--- config.mk ---
export PLATFORM = sky130hd
export DESIGN_NAME = heater_controller
export DESIGN_NICKNAME = d
export VERILOG_FILES = /design/src/rtl/heater_pkg.sv /design/src/rtl/hc_hysteresis_cmp.sv /design/src/rtl/heater_controller.sv
export SDC_FILE = /design/constraint.sdc
export NUM_CORES = 1
export LEC_CHECK = 0
export BUFFER_PORTS_ARGS = -buffer_cell sky130_fd_sc_hd__buf_2
export CAP_MARGIN = 0
export CORE_MARGIN = 5
export CORE_UTILIZATION = 50
export CTS_CLUSTER_DIAMETER = 50
export DETAILED_ROUTE_END_ITERATION = 10
export GPL_TIMING_DRIVEN = 0
export PLACE_DENSITY_LB_ADDON = 0.08
export RECOVER_POWER = 25
export SYNTH_ARGS = -nofsm -noshare
export SYNTH_HDL_FRONTEND = slang
export SYNTH_SLANG_ARGS = --single-unit
--- constraint.sdc ---
create_clock -name CLK -period 3.42 [get_ports CLK]
set_clock_uncertainty 0.2 [all_clocks]
set_input_delay 0.342 -clock CLK [delete_from_list [all_inputs] [get_ports CLK]]
set_output_delay 0.342 -clock CLK [all_outputs]
set_load 0.005 [all_outputs]
--- src/rtl/heater_pkg.sv ---
// Shared definitions for the water-heater thermostat sequencer.
// Covers state encodings, the sensor's valid Q12.4 range and a range-check helper.
package heater_pkg;

  typedef enum logic [2:0] {
    ST_IDLE      = 3'd0,
    ST_REQUEST   = 3'd1,
    ST_WAIT_MEAS = 3'd2,
    ST_EVALUATE  = 3'd3,
    ST_HOLD      = 3'd4,
    ST_FAULTED   = 3'd5
  } state_t;

  // DS18B20 conversion range, signed Q12.4: -55 C .. +125 C
  localparam logic [15:0] TEMP_MIN = 16'hFC90;
  localparam logic [15:0] TEMP_MAX = 16'h07D0;

  function automatic logic temp_in_range(input logic [15:0] t);
    return ($signed(t) >= $signed(TEMP_MIN)) && ($signed(t) <= $signed(TEMP_MAX));
  endfunction

endpackage

--- src/rtl/hc_hysteresis_cmp.sv ---
// Combinational thermostat comparisons on a Q12.4 sample.
// The lower threshold is widened to 17 bits so SETPOINT-HYST can never wrap.
module hc_hysteresis_cmp #(
  parameter logic [15:0] MAX_TEMP = 16'h0500
) (
  input  logic [15:0] temp,
  input  logic [15:0] setpoint,
  input  logic [7:0]  hyst,
  output logic        want_on,
  output logic        want_off,
  output logic        over_temp
);

  logic signed [16:0] temp_x;
  logic signed [16:0] setpoint_x;
  logic signed [16:0] low_x;

  assign temp_x     = {temp[15], temp};
  assign setpoint_x = {setpoint[15], setpoint};
  assign low_x      = setpoint_x - $signed({9'd0, hyst});

  assign want_on   = temp_x < low_x;
  assign want_off  = temp_x >= setpoint_x;
  assign over_temp = $signed(temp) >= $signed(MAX_TEMP);

endmodule

--- src/rtl/heater_controller.sv ---
// Closed-loop thermostat sequencer: polls the one-wire sensor master, validates
// samples and drives the heater relay with hysteresis, dwell and over-temp cut-off.
//
// state      | meaning
// IDLE       | parked, relay open, waiting for ENABLE
// REQUEST    | one-cycle MEAS_REQ, restart timeout and sample period
// WAIT_MEAS  | waiting for MEAS_DONE / MEAS_ERR or timeout
// EVALUATE   | apply a good sample to the relay, or account a bad one
// HOLD       | wait out the rest of the sample period
// FAULTED    | sensor failed repeatedly, relay open until ENABLE drops
module heater_controller
  import heater_pkg::*;
#(
  parameter int unsigned SAMPLE_CYC    = 27_000_000,
  parameter int unsigned TIMEOUT_CYC   = 27_000_000,
  parameter int unsigned MIN_DWELL_CYC = 270_000_000,
  parameter int unsigned FAIL_LIMIT    = 3,
  parameter logic [15:0] MAX_TEMP      = 16'h0500
) (
  input  logic        CLK,
  input  logic        RST_N,
  input  logic        ENABLE,
  input  logic [15:0] SETPOINT,
  input  logic [7:0]  HYST,
  output logic        MEAS_REQ,
  input  logic        MEAS_DONE,
  input  logic        MEAS_ERR,
  input  logic [15:0] TEMP_IN,
  output logic [15:0] TEMP_LATCHED,
  output logic        HEATER_ON,
  output logic        FAULT,
  output logic [2:0]  STATE
);

  state_t      state_q, next_state;
  logic        meas_req_q;
  logic        heater_on_q, heater_nxt;
  logic        fault_q, fault_nxt;
  logic [15:0] temp_latched_q;
  logic [15:0] sample_q;
  logic        sample_ok_q;
  logic [31:0] tmo_cnt_q;
  logic [31:0] per_cnt_q;
  logic [31:0] dwell_cnt_q;
  logic [31:0] fail_cnt_q;

  logic capture_en;
  logic bad_en;
  logic fail_clr;
  logic latch_en;
  logic timeout;
  logic dwell_met;
  logic want_on, want_off, over_temp;

  hc_hysteresis_cmp #(
    .MAX_TEMP (MAX_TEMP)
  ) u_cmp (
    .temp      (sample_q),
    .setpoint  (SETPOINT),
    .hyst      (HYST),
    .want_on   (want_on),
    .want_off  (want_off),
    .over_temp (over_temp)
  );

  assign timeout   = tmo_cnt_q >= (TIMEOUT_CYC - 1);
  assign dwell_met = dwell_cnt_q >= MIN_DWELL_CYC;

  always_ff @(posedge CLK or negedge RST_N) begin
    if (!RST_N) begin
      state_q <= ST_IDLE;
    end else begin
      state_q <= next_state;
    end
  end

  always_comb begin
    next_state = state_q;
    heater_nxt = heater_on_q;
    fault_nxt  = fault_q;
    capture_en = 1'b0;
    bad_en     = 1'b0;
    fail_clr   = 1'b0;
    latch_en   = 1'b0;
    if (!ENABLE) begin
      // Disabling parks from anywhere and drops any in-flight measurement.
      next_state = ST_IDLE;
      heater_nxt = 1'b0;
      fault_nxt  = 1'b0;
      fail_clr   = 1'b1;
    end else begin
      case (state_q)
        ST_IDLE: begin
          heater_nxt = 1'b0;
          next_state = ST_REQUEST;
        end
        ST_REQUEST: begin
          next_state = ST_WAIT_MEAS;
        end
        ST_WAIT_MEAS: begin
          if (MEAS_ERR || timeout) begin
            bad_en     = 1'b1;
            next_state = ST_EVALUATE;
          end else if (MEAS_DONE) begin
            next_state = ST_EVALUATE;
            if (temp_in_range(TEMP_IN)) begin
              capture_en = 1'b1;
            end else begin
              bad_en = 1'b1;
            end
          end
        end
        ST_EVALUATE: begin
          if (sample_ok_q) begin
            fail_clr   = 1'b1;
            latch_en   = 1'b1;
            next_state = ST_HOLD;
            if (over_temp) begin
              heater_nxt = 1'b0;
            end else if (dwell_met) begin
              if (!heater_on_q && want_on) begin
                heater_nxt = 1'b1;
              end else if (heater_on_q && want_off) begin
                heater_nxt = 1'b0;
              end
            end
          end else if (fail_cnt_q >= FAIL_LIMIT) begin
            next_state = ST_FAULTED;
            heater_nxt = 1'b0;
            fault_nxt  = 1'b1;
          end else begin
            next_state = ST_HOLD;
          end
        end
        ST_HOLD: begin
          if (per_cnt_q >= (SAMPLE_CYC - 1)) begin
            next_state = ST_REQUEST;
          end
        end
        ST_FAULTED: begin
          heater_nxt = 1'b0;
          fault_nxt  = 1'b1;
        end
        default: begin
          next_state = ST_IDLE;
          heater_nxt = 1'b0;
        end
      endcase
    end
  end

  always_ff @(posedge CLK or negedge RST_N) begin
    if (!RST_N) begin
      meas_req_q     <= 1'b0;
      heater_on_q    <= 1'b0;
      fault_q        <= 1'b0;
      temp_latched_q <= 16'h0000;
    end else begin
      meas_req_q  <= (next_state == ST_REQUEST);
      heater_on_q <= heater_nxt;
      fault_q     <= fault_nxt;
      if (latch_en) begin
        temp_latched_q <= sample_q;
      end
    end
  end

  always_ff @(posedge CLK or negedge RST_N) begin
    if (!RST_N) begin
      sample_q    <= 16'h0000;
      sample_ok_q <= 1'b0;
    end else if (capture_en) begin
      sample_q    <= TEMP_IN;
      sample_ok_q <= 1'b1;
    end else if (bad_en) begin
      sample_ok_q <= 1'b0;
    end
  end

  // per_cnt counts cycles since the REQUEST cycle, so the REQUEST cycle itself is 0.
  always_ff @(posedge CLK or negedge RST_N) begin
    if (!RST_N) begin
      tmo_cnt_q <= '0;
      per_cnt_q <= '0;
    end else if (state_q == ST_REQUEST) begin
      tmo_cnt_q <= '0;
      per_cnt_q <= 32'd1;
    end else begin
      if (state_q == ST_WAIT_MEAS && tmo_cnt_q != '1) begin
        tmo_cnt_q <= tmo_cnt_q + 32'd1;
      end
      if (per_cnt_q != '1) begin
        per_cnt_q <= per_cnt_q + 32'd1;
      end
    end
  end

  always_ff @(posedge CLK or negedge RST_N) begin
    if (!RST_N) begin
      dwell_cnt_q <= MIN_DWELL_CYC;
    end else if (heater_nxt != heater_on_q) begin
      dwell_cnt_q <= '0;
    end else if (dwell_cnt_q < MIN_DWELL_CYC) begin
      dwell_cnt_q <= dwell_cnt_q + 32'd1;
    end
  end

  always_ff @(posedge CLK or negedge RST_N) begin
    if (!RST_N) begin
      fail_cnt_q <= '0;
    end else if (fail_clr) begin
      fail_cnt_q <= '0;
    end else if (bad_en && fail_cnt_q != '1) begin
      fail_cnt_q <= fail_cnt_q + 32'd1;
    end
  end

  assign MEAS_REQ     = meas_req_q;
  assign HEATER_ON    = heater_on_q;
  assign FAULT        = fault_q;
  assign TEMP_LATCHED = temp_latched_q;
  assign STATE        = state_q;

endmodule

* Yosys cells after proc, flatten, opt, wreduce, memory -nomap -nowiden
Cells that the tools add are included.
W data, S select, Z words.
** Storage, ports and cells
- Register bits after elaboration :: 167
- Output and inout bits :: 22
- Logic and storage cells :: 97
** Operators by class
- Add/subtract/negate cells :: 5
- Magnitude comparators :: 10
- Eq/ne operators :: 13
- Mux-type cells :: 43
- Reductions and logical operators :: 15
** Operators with widths (number)
- $mux W32 :: 8
- $add A32 B1 Y32 const B :: 4
- $ne A32 B32 Y1 const B :: 3
- $ge A32 B25 Y1 const B :: 2
- $ge A32 B2 Y1 const B :: 1
- $ge A32 B29 Y1 const B :: 1
- $lt A32 B29 Y1 const B :: 1
- $mux W1 :: 28
- $pmux W3 S6 :: 1
- $lt A16 B17 Y1 :: 1
- $sub A16 B9 Y17 :: 1
- $ge A16 B11 Y1 const B :: 1
- $ge A16 B12 Y1 const B :: 1
- $ge A16 B16 Y1 :: 1
- $le A16 B12 Y1 const B :: 1
- $mux W3 :: 4
- $reduce_bool A2 Y1 :: 5
- $eq A3 B1 Y1 const B :: 2
- $eq A3 B2 Y1 const B :: 2
- $eq A3 B3 Y1 const B :: 2
- $ne A3 B3 Y1 const B :: 2
- $logic_and A1 B1 Y1 :: 5
- $pmux W1 S2 :: 2
- $logic_not A3 Y1 :: 1
- 6 further kinds :: 6

* Longest topological paths before layout
Gate-level depths: netlist of run 1.
- Word-level depth :: 11
- Gate-level depth with buffers :: 19
- Gate-level depth less buffers :: 18

* By module
Synthesis of run 1 repeated with hierarchy kept, for this count alone.
** Unflattened totals
- Cell total of the unflattened synthesis :: 1108
- Area total of the unflattened synthesis :: 10196.0 sq um
** By module, submodules not included
- heater_controller :: times used 1, cells an instance 939, area each 8901.0 sq um, sequential area each 4195.3 sq um
- hc_hysteresis_cmp :: times used 1, cells an instance 169, area each 1295.0 sq um, sequential area each 0.0 sq um

* Worst setup path after synthesis of run 1
No wires, ideal clock.
- Path type :: in2reg
- From :: in SETPOINT[0]
- To :: reg dwell_cnt_q[21]
- Setup time :: 0.121 ns
- Arrival :: 3.578 ns
- Data required time :: 3.099 ns
- Slack :: -0.479 ns
- Cell stages on the path :: 19
- Buffers on the path :: 1
- Cell sequence :: inv_1 > ha_1 > fa_1 > nor2b_1 > o21ai_0 > a21oi_1 > o21ai_0 > a21boi_0 > nor3_1 > xnor2_1 > ha_1 > a21o_1 > nand2_1 > a31oi_1 > or3_1 > a211oi_1 > o21bai_2 > buf_2 > nor2_1
** On the way
- Word-level cells in the longest chain between the ends :: 11
- Elaborated cells on any way between the ends :: 15
** RTL lines
- start, declared :: line heater_controller.sv:23 : input logic [15:0] SETPOINT,
- $sub A16 B9 Y17 / $ge A16 B16 Y1 (equally long branches) :: line hc_hysteresis_cmp.sv:20, hc_hysteresis_cmp.sv:23
- $lt A16 B17 Y1 / $logic_and A1 B1 Y1 (equally long branches) :: line hc_hysteresis_cmp.sv:22, heater_controller.sv:123
- $logic_and A1 B1 Y1 / $mux W1 (equally long branches) :: line heater_controller.sv:121, heater_controller.sv:123
- $mux W1 * :: line heater_controller.sv:121 : if (!heater_on_q && want_on) begin
- $mux W1 * :: line heater_controller.sv:120 : end else if (dwell_met) begin
- $mux W1 * :: line heater_controller.sv:118 : if (over_temp) begin
- $mux W1 * :: line heater_controller.sv:114 : if (sample_ok_q) begin
- $pmux W1 S2 * :: line heater_controller.sv:92 : case (state_q)
- $mux W1 * :: line heater_controller.sv:85 : if (!ENABLE) begin
- $ne A1 B1 Y1 * :: line heater_controller.sv:201 : end else if (heater_nxt != heater_on_q) begin
- $mux W32 / $reduce_bool A2 Y1 (equally long branches)
- end signal, assigned :: line heater_controller.sv:204 : dwell_cnt_q <= dwell_cnt_q + 32'd1;
- end, declared :: line heater_controller.sv:44 : logic [31:0] dwell_cnt_q;
Every way passes the cells marked *; elsewhere a longest branch is shown, timed or not.
A chain may end at the register's enable or synchronous reset.

* Worst setup path in the final report of run 1
- From :: in SETPOINT[0]
- To :: reg dwell_cnt_q[19]
The elaborated chain is that of the path after synthesis.

==> results of run 1 <==
worst paths after layout:
| kind | end | startpoint |
|---|---|---|
| hold / removal | sample_q[10] | TEMP_IN[10] |
| setup / recovery | dwell_cnt_q[19] | SETPOINT[0] |
| min in group asynchronous | TEMP_LATCHED[4] | RST_N |
| max in group asynchronous | per_cnt_q[21] | RST_N |
| hold reg to reg | TEMP_LATCHED[15] | TEMP_LATCHED[15] |
| setup reg to reg | sample_q[10] | tmo_cnt_q[0] |
worst max-delay path: stages:
cell	delay, ps
sky130_fd_sc_hd__buf_8	90
sky130_fd_sc_hd__inv_8	30
sky130_fd_sc_hd__ha_4	140
sky130_fd_sc_hd__fa_2	360
sky130_fd_sc_hd__nor2b_2	140
sky130_fd_sc_hd__o21ai_2	90
sky130_fd_sc_hd__a21oi_2	160
sky130_fd_sc_hd__o21ai_2	100
sky130_fd_sc_hd__a21boi_2	250
sky130_fd_sc_hd__nor3_2	80
sky130_fd_sc_hd__xnor2_1	130
sky130_fd_sc_hd__ha_1	320
sky130_fd_sc_hd__a21o_1	170
sky130_fd_sc_hd__a21o_1	160
sky130_fd_sc_hd__a21oi_2	130
sky130_fd_sc_hd__o211ai_1	150
sky130_fd_sc_hd__a211oi_2	280
sky130_fd_sc_hd__o21bai_4	250
sky130_fd_sc_hd__buf_6	190
sky130_fd_sc_hd__nor2_2	30
per-stage QoR:
stage          instances  hold WS, ps  TNS, ps  total power, mW
2_1_floorplan       1057         -154    -1680             2.71
3_3_place_gp        1388          266  -153580             3.01
3_5_place_dp        1389          113   -22320             3.03
4_1_cts             1438         28.3    -2320             4.97
5_1_grt             1442         47.0    -6290             5.18
6_report            1442         52.4    -1610             4.92
cell usage in the layout, fill, tap and decap left out, types with 5 or more instances in the layout:
cell and instances:
sky130_fd_sc_hd__dfrtp_1 154, sky130_fd_sc_hd__mux2i_1 9, sky130_fd_sc_hd__or3_1 27, sky130_fd_sc_hd__o211ai_1 9, sky130_fd_sc_hd__buf_2 56, sky130_fd_sc_hd__xnor2_1 69
sky130_fd_sc_hd__nand4_1 33, sky130_fd_sc_hd__nor2_2 22, sky130_fd_sc_hd__dfstp_2 13, sky130_fd_sc_hd__buf_6 9, sky130_fd_sc_hd__nor3_1 41, sky130_fd_sc_hd__clkbuf_1 29
sky130_fd_sc_hd__ha_1 43, sky130_fd_sc_hd__inv_1 50, sky130_fd_sc_hd__o21ai_0 44, sky130_fd_sc_hd__clkbuf_16 17, sky130_fd_sc_hd__dlygate4sd3_1 11, sky130_fd_sc_hd__and3_1 21
sky130_fd_sc_hd__xor2_1 38, sky130_fd_sc_hd__nor2_1 115, sky130_fd_sc_hd__buf_1 5, sky130_fd_sc_hd__nor2b_1 9, sky130_fd_sc_hd__nand2_1 89, sky130_fd_sc_hd__a21oi_1 38
sky130_fd_sc_hd__nand2b_1 6, sky130_fd_sc_hd__nand3_1 44, sky130_fd_sc_hd__mux2_2 21, sky130_fd_sc_hd__or2_2 6, sky130_fd_sc_hd__buf_4 8, sky130_fd_sc_hd__a21o_1 8
sky130_fd_sc_hd__a31oi_1 5, sky130_fd_sc_hd__nor4_1 27, sky130_fd_sc_hd__and4_1 17
final cells by class:
cell class	count	area, um^2	share of cell area, %
repair buffers	89	576	5.06
plain buffers	32	151	1.33
well taps	265	332	2.92
clock buffers	17	425	3.74
flip-flops and latches	167	4200	36.9
inverters	52	203	1.78
clock inverters	14	149	1.31
multi-input cells	806	5330	46.9
sequential cells by signal, indices dropped and copies added, names as in the netlist:
| name | count |
|---|---|
| HEATER_ON | 1 |
| sample_q | 16 |
| MEAS_REQ | 1 |
| TEMP_LATCHED | 16 |
| FAULT | 1 |
| STATE | 3 |
| fail_cnt_q | 32 |
| dwell_cnt_q | 32 |
| tmo_cnt_q | 32 |
| sample_ok_q | 1 |
| per_cnt_q | 32 |
power by group through the flow:
stage | registers [mW] | logic [mW] | clock network, mW
5_1_grt | 2.17 | 0.976 | 2.04
6_report | 2.15 | 0.865 | 1.90
3_5_place_dp | 2.19 | 0.842 | 0
3_3_place_gp | 2.19 | 0.825 | 0
4_1_cts | 2.15 | 0.869 | 1.95
2_1_floorplan | 2.16 | 0.541 | 0
routing by layer:
metal,routed length (um),vias up,GRT usage (%)
li1,-,3966,-
met1,10700,3747,28.6
met2,10200,137,32.7
met3,901,13,3.59
met4,201,0,4.49
met5,0,-,0
logic make-up (layout without fill, tap and decap cells):
| logic type | Yosys count | count (layout) | synth area share [%] |
|---|---|---|---|
| simple gates | 485 | 485 | 25.6 |
| flops | 167 | 167 | 43.3 |
| compound gates | 138 | 138 | 8.76 |
| xor+xnor | 107 | 107 | 9.66 |
| buf+inv | 84 | 204 | 3.38 |
| fa+ha+maj | 46 | 46 | 6.01 |
| mux | 30 | 30 | 3.37 |
timing repair:
| item | CTS | global route |
|---|---|---|
| pin swaps | 9 | 18 |
| endpoints found under the setup margin | 32 | 33 |
| endpoints found under the hold margin | 73 | 0 |
| hold buffers | 11 | 0 |
| gates cloned | 3 | 0 |
| setup buffers | 4 | 4 |
| gates resized for setup | 31 | 16 |
==> flow_summary.yaml, run 1 <==
sta:
  relSlewSlack_pct: -9.95
  minimum_period_implied_by_the_final_worst_setup_slack_ps: 3490
  finalHoldViolations: 0
  post_route_fraction_of_the_period_consumed_by_the_critical_path_pct: 102
  clock.fmax_mhz: 286
  report.final.slew_viol_count: 64
  setup_ws_ps: -73.3
  rsz0062_at_grt: "true"
  timing.final.setup_violations: 31
  worst_slew_pin_slew_ps: 1650
drt:
  dr.pass1.iters: 5
  route.detailed.drc: 0
  vias: 7863
  postRouteAntennaNets: 0
  detail_route.iter0.violations: 323
  detail_route.wl_per_cell_um: 15.2
  routed_wl_um: 22000
  via_per_inst: 5.45
grt:
  grt_max_degree: 105
  grt_usage_pct: 20.2
  antenna_found_initial: 0
  via_count_of_the_first_global_routing_pass: 7588
  grt.overflow.total: 0
  grt_first_pass_wirelength_um: 36800
logic_synthesis:
  yosys-top-cells-area: "sky130_fd_sc_hd__dfrtp_1 (40%), sky130_fd_sc_hd__xnor2_1 (6.2%), sky130_fd_sc_hd__ha_1 (5.8%)"
  async_flop_share_pct: 100
  post_synth_instance_area_um2: 9700
  syn_inst: 1057
  post_synth.cell_area_avg_um2: 9.18
  post-synth-top-count-cell: "sky130_fd_sc_hd__dfrtp_1"
  ys_dominant_reg_cell: "sky130_fd_sc_hd__dfrtp_1"
  postSynthNetCount: 1148
  ys_seq_elements: 167
  yosysUniqueCellTypes: 62
  synth_edf_count: 0
  synth_warnings: 0
  most_area_hungry_cell_type_in_the_yosys_netlist: "sky130_fd_sc_hd__dfrtp_1"
  seq_area_frac_synth_pct: 43.3
  netlist.area_leader.share_pct: 39.7
  ys_top_cells_by_count: "sky130_fd_sc_hd__dfrtp_1 (154), sky130_fd_sc_hd__nor2_1 (137), sky130_fd_sc_hd__nand2_1 (89), sky130_fd_sc_hd__xnor2_1 (69), sky130_fd_sc_hd__inv_1 (52)"
power:
  netSwitchingPower_mw: 1.47
  power_report.internal_total_mw: 3.45
  share_clk_of_total_power_pct: 38.6
  seqPwrFrac_pct: 43.8
  pwr_density_cell_nw_per_um2: 433
  power_switching_share_pct: 29.8
  p_leak_nw: 4.97
  worst_ir_drop_vdd_uv: 416
  power.share.combinational_pct: 17.6
status:
  result_of_the_run: "finished, violations left"
  failed_checks: "max-capacitance violations, max-slew violations, negative setup slack"
die:
  dieHeight_um: 149
  fp-row-count: 51
  start_util_pct: 50.3
  fp.dieArea_um2: 22300
  floorplan.die.width_um: 149
  io_pins: 67
  placeableCoreArea_um2: 19300
worst_setup_path:
  r2r_cells: 7
  worst_path_arrival_ps: 3600
  worst-setup-path-type: "in2reg"
  critPathMaxFanout: 8
  crit_path_end_kind: "flop"
  ff2ff_setup_slack_ps: 350
  worstSetupStartpointType: "input port"
  required_time_worst_endpoint_ps: 3530
clocking:
  tritoncts_clock_tree: "done"
  clk_latency_ps: 420
  root_buffer: "sky130_fd_sc_hd__clkbuf_16"
  clk_pin_slew_ps: 70
  cts_num_sinks: 167
  cts-htree-levels: 4
  clock_tree.buffer_depth: 2
  numCtsBuffers: 17
placement:
  hpwlAfterDp_um: 15800
  gpl.final_weighted_congestion: 0.827
  dpl_cell_area_um2: 10500
  dpl_worst_slack_ps: -729
  io_buffers: 66
hold_path:
  worst_hold_path.num_cells: 2
  hold_class: "in2reg"
final_layout:
  layout-area-overhead-vs-synth_pct: 17.2
  antenna_cells: 0
  final_design_area_no_fill_um2: 11400
  postLayoutCoreUtil_pct: 59.0
  fillerInstances: 1759
  final_layout_size_suffix_gt1_share_pct: 17.1
  final_nets: 1256
flow_run:
  max_cap_viol_count: 1
No activity file was read; power rests on OpenSTA's default activity.
==> run 2, diff against run 1 <==
CTS_BUF_LIST = sky130_fd_sc_hd__clkbuf_16   (was unset)
clock period = 4.02 ns   (was 3.42 ns; I/O delays follow)
==> run 2 against run 1 <==
The run ends with max-capacitance violations, max-slew violations left. Critical path type unchanged. Setup slack better by 280 ps. Sequential share of layout area up 1.4 points. Register-to-register slack improved by 530 ps. Worst hold slack worse by 5.2 ps. Highest routed layer unchanged. Non-clock buffer count fell by 20.
==> flow_summary.yaml, run 2 (synthesized netlist as in run 1, its figures left out) <==
final_layout:
  postLayoutCoreUtil_pct: 56.8
  antenna_cells: 0
  mostFrequentLayoutCells: "sky130_fd_sc_hd__dfrtp_1 (154), sky130_fd_sc_hd__nor2_1 (137), sky130_fd_sc_hd__nand2_1 (89)"
  final_layout_size_suffix_gt1_share_pct: 12.6
  layout-area-overhead-vs-synth_pct: 12.9
  final_design_area_no_fill_um2: 11000
  final_nets: 1236
  fillerInstances: 1807
  layout_commonest_cell: "sky130_fd_sc_hd__dfrtp_1"
  fin_cells: 1421
drt:
  dr.pass1.iters: 4
  route.detailed.drc: 0
  detail_route.wl_per_cell_um: 15.7
  detail_route.iter0.violations: 377
  postRouteAntennaNets: 0
  via_per_inst: 5.45
  routed_wl_um: 22300
  vias: 7747
grt:
  top_usage_layer: "met2"
  via_count_of_the_first_global_routing_pass: 7559
  grt_first_pass_wirelength_um: 37300
  grt_util_met1_pct: 29.3
  antenna_found_initial: 0
  grtUsageMet3_pct: 3.62
  grt_usage_pct: 20.6
  grt_max_degree: 108
  met2_usage_in_global_routing_pct: 32.9
  grt.overflow.total: 0
sta:
  finalHoldViolations: 0
  relSlewSlack_pct: -1.53
  total_negative_setup_slack_ps: 0
  clock.fmax_mhz: 262
  minimum_period_implied_by_the_final_worst_setup_slack_ps: 3810
  post_route_fraction_of_the_period_consumed_by_the_critical_path_pct: 94.8
  setup_ws_ps: 209
  hold_ws_ps: 47.1
  report.final.slew_viol_count: 62
  worst_slew_pin_slew_ps: 1520
  timing.final.setup_violations: 0
  rsz0062_at_grt: "true"
die:
  floorplan.die.width_um: 149
  dieHeight_um: 149
  io_pins: 67
  fp-row-count: 51
  start_util_pct: 50.3
  fp.dieArea_um2: 22300
  placeableCoreArea_um2: 19300
hold_path:
  hold_class: "in2reg"
power:
  share_clk_of_total_power_pct: 38.6
  worst_ir_drop_vdd_uv: 298
  power_switching_share_pct: 29.8
  power_report.internal_total_mw: 2.90
  netSwitchingPower_mw: 1.23
  power.share.combinational_pct: 17.1
  seqPwrFrac_pct: 44.3
  pwr_density_cell_nw_per_um2: 377
  report.power.total_mw: 4.13
  p_leak_nw: 4.86
placement:
  gpl.final_weighted_congestion: 0.854
  io_buffers: 66
  dpl_cell_area_um2: 10400
  place.detailed.instances: 1389
  dpl_worst_slack_ps: -766
  hpwlAfterDp_um: 16200
clocking:
  numCtsBuffers: 17
  root_buffer: "sky130_fd_sc_hd__clkbuf_16"
  cts-htree-levels: 4
  clock_tree.buffer_depth: 2
  clk_latency_ps: 430
  clk_pin_slew_ps: 70
  tritoncts_clock_tree: "done"
  cts_num_sinks: 167
worst_setup_path:
  ff2ff_setup_slack_ps: 880
  critPathMaxFanout: 10
  worst-setup-path-type: "in2reg"
  required_time_worst_endpoint_ps: 4130
  crit_path_end_kind: "flop"
  worst_path_arrival_ps: 3920
  worstSetupStartpointType: "input port"
flow_run:
  max_cap_viol_count: 1
status:
  failed_checks: "max-capacitance violations, max-slew violations"
  result_of_the_run: "finished, violations left"
==> run 2: cell count changes in the layout (fill, tap and decap cells not counted), sizes merged <==
cell | previous run | this run
clkbuf | 47 | 53
clkinv | 4 | 5
dlygate4sd3 | 11 | 1
buf | 80 | 64
inv | 57 | 55
==> run 2: final cells by class <==
class                           instances  area (um^2)  share of cell area, %
Multi-Input combinational cell        806         5190                   47.4
Clock buffer                           17          425                   3.88
Inverter                               52          195                   1.78
Tap cell                              265          332                   3.03
Buffer                                 32          140                   1.28
Sequential cell                       167         4200                   38.3
Clock inverter                         13          134                   1.22
Timing Repair Buffer                   69          340                   3.11
==> run 2: power groups by stage <==
stage | logic (mW) | clock network [mW] | registers [mW]
4_1_cts | 0.723 | 1.61 | 1.83
6_report | 0.708 | 1.59 | 1.83
5_1_grt | 0.805 | 1.70 | 1.84
3_5_place_dp | 0.714 | 0 | 1.86
3_3_place_gp | 0.701 | 0 | 1.86
2_1_floorplan | 0.453 | 0 | 1.84
==> run 2: final timing paths <==
kind                            startpoint         endpoint  cells past startpoint
setup / recovery               SETPOINT[0]  dwell_cnt_q[13]                     20
hold / removal                  TEMP_IN[6]      sample_q[6]                      2
setup reg to reg              tmo_cnt_q[0]     sample_q[10]                      7
hold reg to reg            dwell_cnt_q[28]  dwell_cnt_q[28]                      2
max in group asynchronous            RST_N   fail_cnt_q[27]                      3
min in group asynchronous            RST_N   dwell_cnt_q[4]                      2
==> run 2: what timing repair did <==
action,CTS,global route
gates cloned,0,0
endpoints found under the setup margin,32,30
resized for setup,3,12
hold buffers,1,0
pin swaps,0,3
endpoints found under the hold margin,60,0
buffers inserted,1,0
==> run 2: worst max-delay path, stage by stage <==
cell and delay [ps]:
sky130_fd_sc_hd__buf_2 100, sky130_fd_sc_hd__inv_1 40, sky130_fd_sc_hd__ha_1 210, sky130_fd_sc_hd__fa_1 410
sky130_fd_sc_hd__nor2b_1 120, sky130_fd_sc_hd__o21ai_1 100, sky130_fd_sc_hd__a21oi_2 190, sky130_fd_sc_hd__o21ai_1 130
sky130_fd_sc_hd__a21boi_2 250, sky130_fd_sc_hd__nor3_1 110, sky130_fd_sc_hd__xnor2_1 140, sky130_fd_sc_hd__ha_1 300
sky130_fd_sc_hd__a21o_1 190, sky130_fd_sc_hd__nand2_1 60, sky130_fd_sc_hd__a31oi_1 70, sky130_fd_sc_hd__or3_1 340
sky130_fd_sc_hd__a211oi_1 230, sky130_fd_sc_hd__o21bai_2 230, sky130_fd_sc_hd__buf_4 230, sky130_fd_sc_hd__nor2_1 60
==> run 2: metal layers <==
metal | vias up | wire length, um
li1 | 3906 | -
met5 | - | 0
met2 | 107 | 10500
met1 | 3716 | 10800
met4 | 0 | 240
met3 | 18 | 703
==> run 3, diff against run 2 <==
clock period = 5 ns   (was 4.02 ns; I/O delays follow)
==> run 3 against run 2 <==
The flow still finishes with violations (max-capacitance violations, max-slew violations). Count of clock-buffer cells in the layout unchanged. Non-clock buffer count decreased by 1. First-iteration DRC count grew 9.8%. Setup slack improved by 320 ps. Power decreased by 20%. Die area stayed put. Clock power decreased by 19%. Register-to-register slack better by 1000 ps. Via count hardly changed.
==> flow_summary.yaml, run 3 (synthesized netlist as in run 1, its figures left out) <==
worst_setup_path:
  worstSetupStartpointType: "input port"
  worst-setup-path-type: "in2reg"
  cp_top_family: "compound AO/OA/AOI/OAI gates"
  cpMaxStageDelayCell: "sky130_fd_sc_hd__a21boi_0"
  critPathMaxFanout: 10
  slowest_delay_ps: 550
  worst_path_arrival_ps: 4570
  required_time_worst_endpoint_ps: 5100
  timing.critical_path.cells: "buf_2 -> inv_1 -> ha_1 -> fa_1 -> nor2b_1 -> o21ai_0 -> a21oi_1 -> o21ai_0 -> a21boi_0 -> nor3_1 -> xnor2_1 -> ha_1 -> a21o_1 -> nand2_1 -> a31oi_1 -> or3_1 -> a211oi_1 -> o21bai_2 -> buf_2 -> nor2_1"
  timing.critical_path.buf_inv: 3
  crit_path_end_kind: "flop"
clocking:
  tritoncts_clock_tree: "done"
  root_buffer: "sky130_fd_sc_hd__clkbuf_16"
  cts_resized: 0
  clk_pin_slew_ps: 70
  clock_tree.buffer_depth: 2
  numCtsBuffers: 17
  clk_latency_ps: 430
  cts-htree-levels: 4
  cts_num_sinks: 167
drt:
  detail_route.wl_per_cell_um: 15.6
  dr.pass1.iters: 4
  routed_wl_um: 22200
  detail_route.iter0.violations: 414
  via_per_inst: 5.46
  postRouteAntennaNets: 0
  vias: 7749
  route.detailed.drc: 0
grt:
  grt_first_pass_wirelength_um: 37300
  via_count_of_the_first_global_routing_pass: 7552
  grt_usage_pct: 20.6
  antenna_found_initial: 0
  grt_max_degree: 108
  grt.overflow.total: 0
final_layout:
  antenna_cells: 0
  seq_area_um2: 4200
  final_layout_size_suffix_gt1_share_pct: 12.2
  layout_commonest_cell: "sky130_fd_sc_hd__dfrtp_1"
  mostFrequentLayoutCells: "sky130_fd_sc_hd__dfrtp_1 (154), sky130_fd_sc_hd__nor2_1 (137), sky130_fd_sc_hd__nand2_1 (89)"
  area_taken_by_multi_input_logic_gates_um2: 5170
  fillerInstances: 1811
  layout-area-overhead-vs-synth_pct: 12.8
  final_nets: 1235
  final_design_area_no_fill_um2: 10900
power:
  seqPwrFrac_pct: 44.4
  power.share.combinational_pct: 17.1
  power_report.internal_total_mw: 2.33
  share_clk_of_total_power_pct: 38.5
  worst_ir_drop_vdd_uv: 238
  power_switching_share_pct: 29.6
  pwr_density_cell_nw_per_um2: 303
  netSwitchingPower_mw: 0.981
  p_leak_nw: 4.86
die:
  dieHeight_um: 149
  fp-row-count: 51
  fp.dieArea_um2: 22300
  io_pins: 67
  start_util_pct: 50.3
  placeableCoreArea_um2: 19300
  floorplan.die.width_um: 149
sta:
  timing.final.setup_violations: 0
  report.final.slew_viol_count: 61
  post_route_fraction_of_the_period_consumed_by_the_critical_path_pct: 89.4
  clock.fmax_mhz: 224
  worst_slew_pin_slew_ps: 3400
  relSlewSlack_pct: -126
  minimum_period_implied_by_the_final_worst_setup_slack_ps: 4470
  finalHoldViolations: 0
  rsz0062_at_grt: "false"
  total_negative_setup_slack_ps: 0
placement:
  io_buffers: 66
  gpl.final_weighted_congestion: 0.854
  hpwlAfterDp_um: 16200
  dpl_cell_area_um2: 10400
status:
  failed_checks: "max-capacitance violations, max-slew violations"
  result_of_the_run: "finished, violations left"
flow_run:
  max_cap_viol_count: 1
hold_path:
  hold_class: "in2reg"
## run 3: cell count changes in the layout (fill, tap and decap cells not counted), moves of 2 or more
cell                       previous run  this run
sky130_fd_sc_hd__a21boi_0             0         2
sky130_fd_sc_hd__buf_2               54        57
sky130_fd_sc_hd__buf_4                4         0
sky130_fd_sc_hd__o21ai_0             45        48
sky130_fd_sc_hd__o21ai_1              3         0
## run 3: per-stage QoR
stage | setup WS [ps] | util, % | std cells | hold WS (ps) | total power [mW]
final | 530 | 56.8 | 1420 | 143 | 3.31
after global routing | 233 | 56.8 | 1420 | 135 | 3.49
after CTS | 546 | 56.9 | 1420 | 129 | 3.35
after detailed placement | 116 | 54.0 | 1389 | 265 | 2.07
after global placement | 142 | 53.8 | 1388 | 263 | 2.06
after floorplan | 943 | - | 1057 | 4.41 | 1.84
## run 3: path summary, 6_finish.rpt
check | from | end | slack, ps | depth (start not counted)
worst max-delay path | SETPOINT[0] | dwell_cnt_q[13] | 530 | 20
worst min-delay path | TEMP_IN[7] | sample_q[7] | 140 | 2
worst max register to register | tmo_cnt_q[0] | sample_q[10] | 1890 | 7
worst min register to register | dwell_cnt_q[28] | dwell_cnt_q[28] | 280 | 2
max in group asynchronous | RST_N | fail_cnt_q[8] | 1100 | 2
min in group asynchronous | RST_N | dwell_cnt_q[4] | 1550 | 2
## run 3: metal layers
metal	wire [um]	track usage, %	vias up
li1	-	-	3901
met1	10700	29.3	3712
met2	10500	32.9	118
met3	729	3.62	18
met4	259	4.99	0
met5	0	0	-
## run 3: area by class of cell
type	count	share of cell area, %
clock inverters	13	1.22
flip-flops and latches	167	38.3
clock buffers	17	3.89
inverters	52	1.78
repair buffers	68	3.21
multi-input cells	806	47.3
well taps	265	3.03
plain buffers	32	1.21
## run 3: power groups by stage
stage | logic [mW] | registers, mW | clock network [mW]
global route | 0.645 | 1.48 | 1.37
finish | 0.566 | 1.47 | 1.28
CTS | 0.579 | 1.47 | 1.30
global placement | 0.563 | 1.49 | 0
detailed placement | 0.574 | 1.49 | 0
floorplan | 0.364 | 1.48 | 0
## run 3: timing repair
action / 4_1_cts / 5_1_grt
hold buffers: 1 / 0
buffers inserted: 0 / 0
hold endpoints to repair: 60 / 0
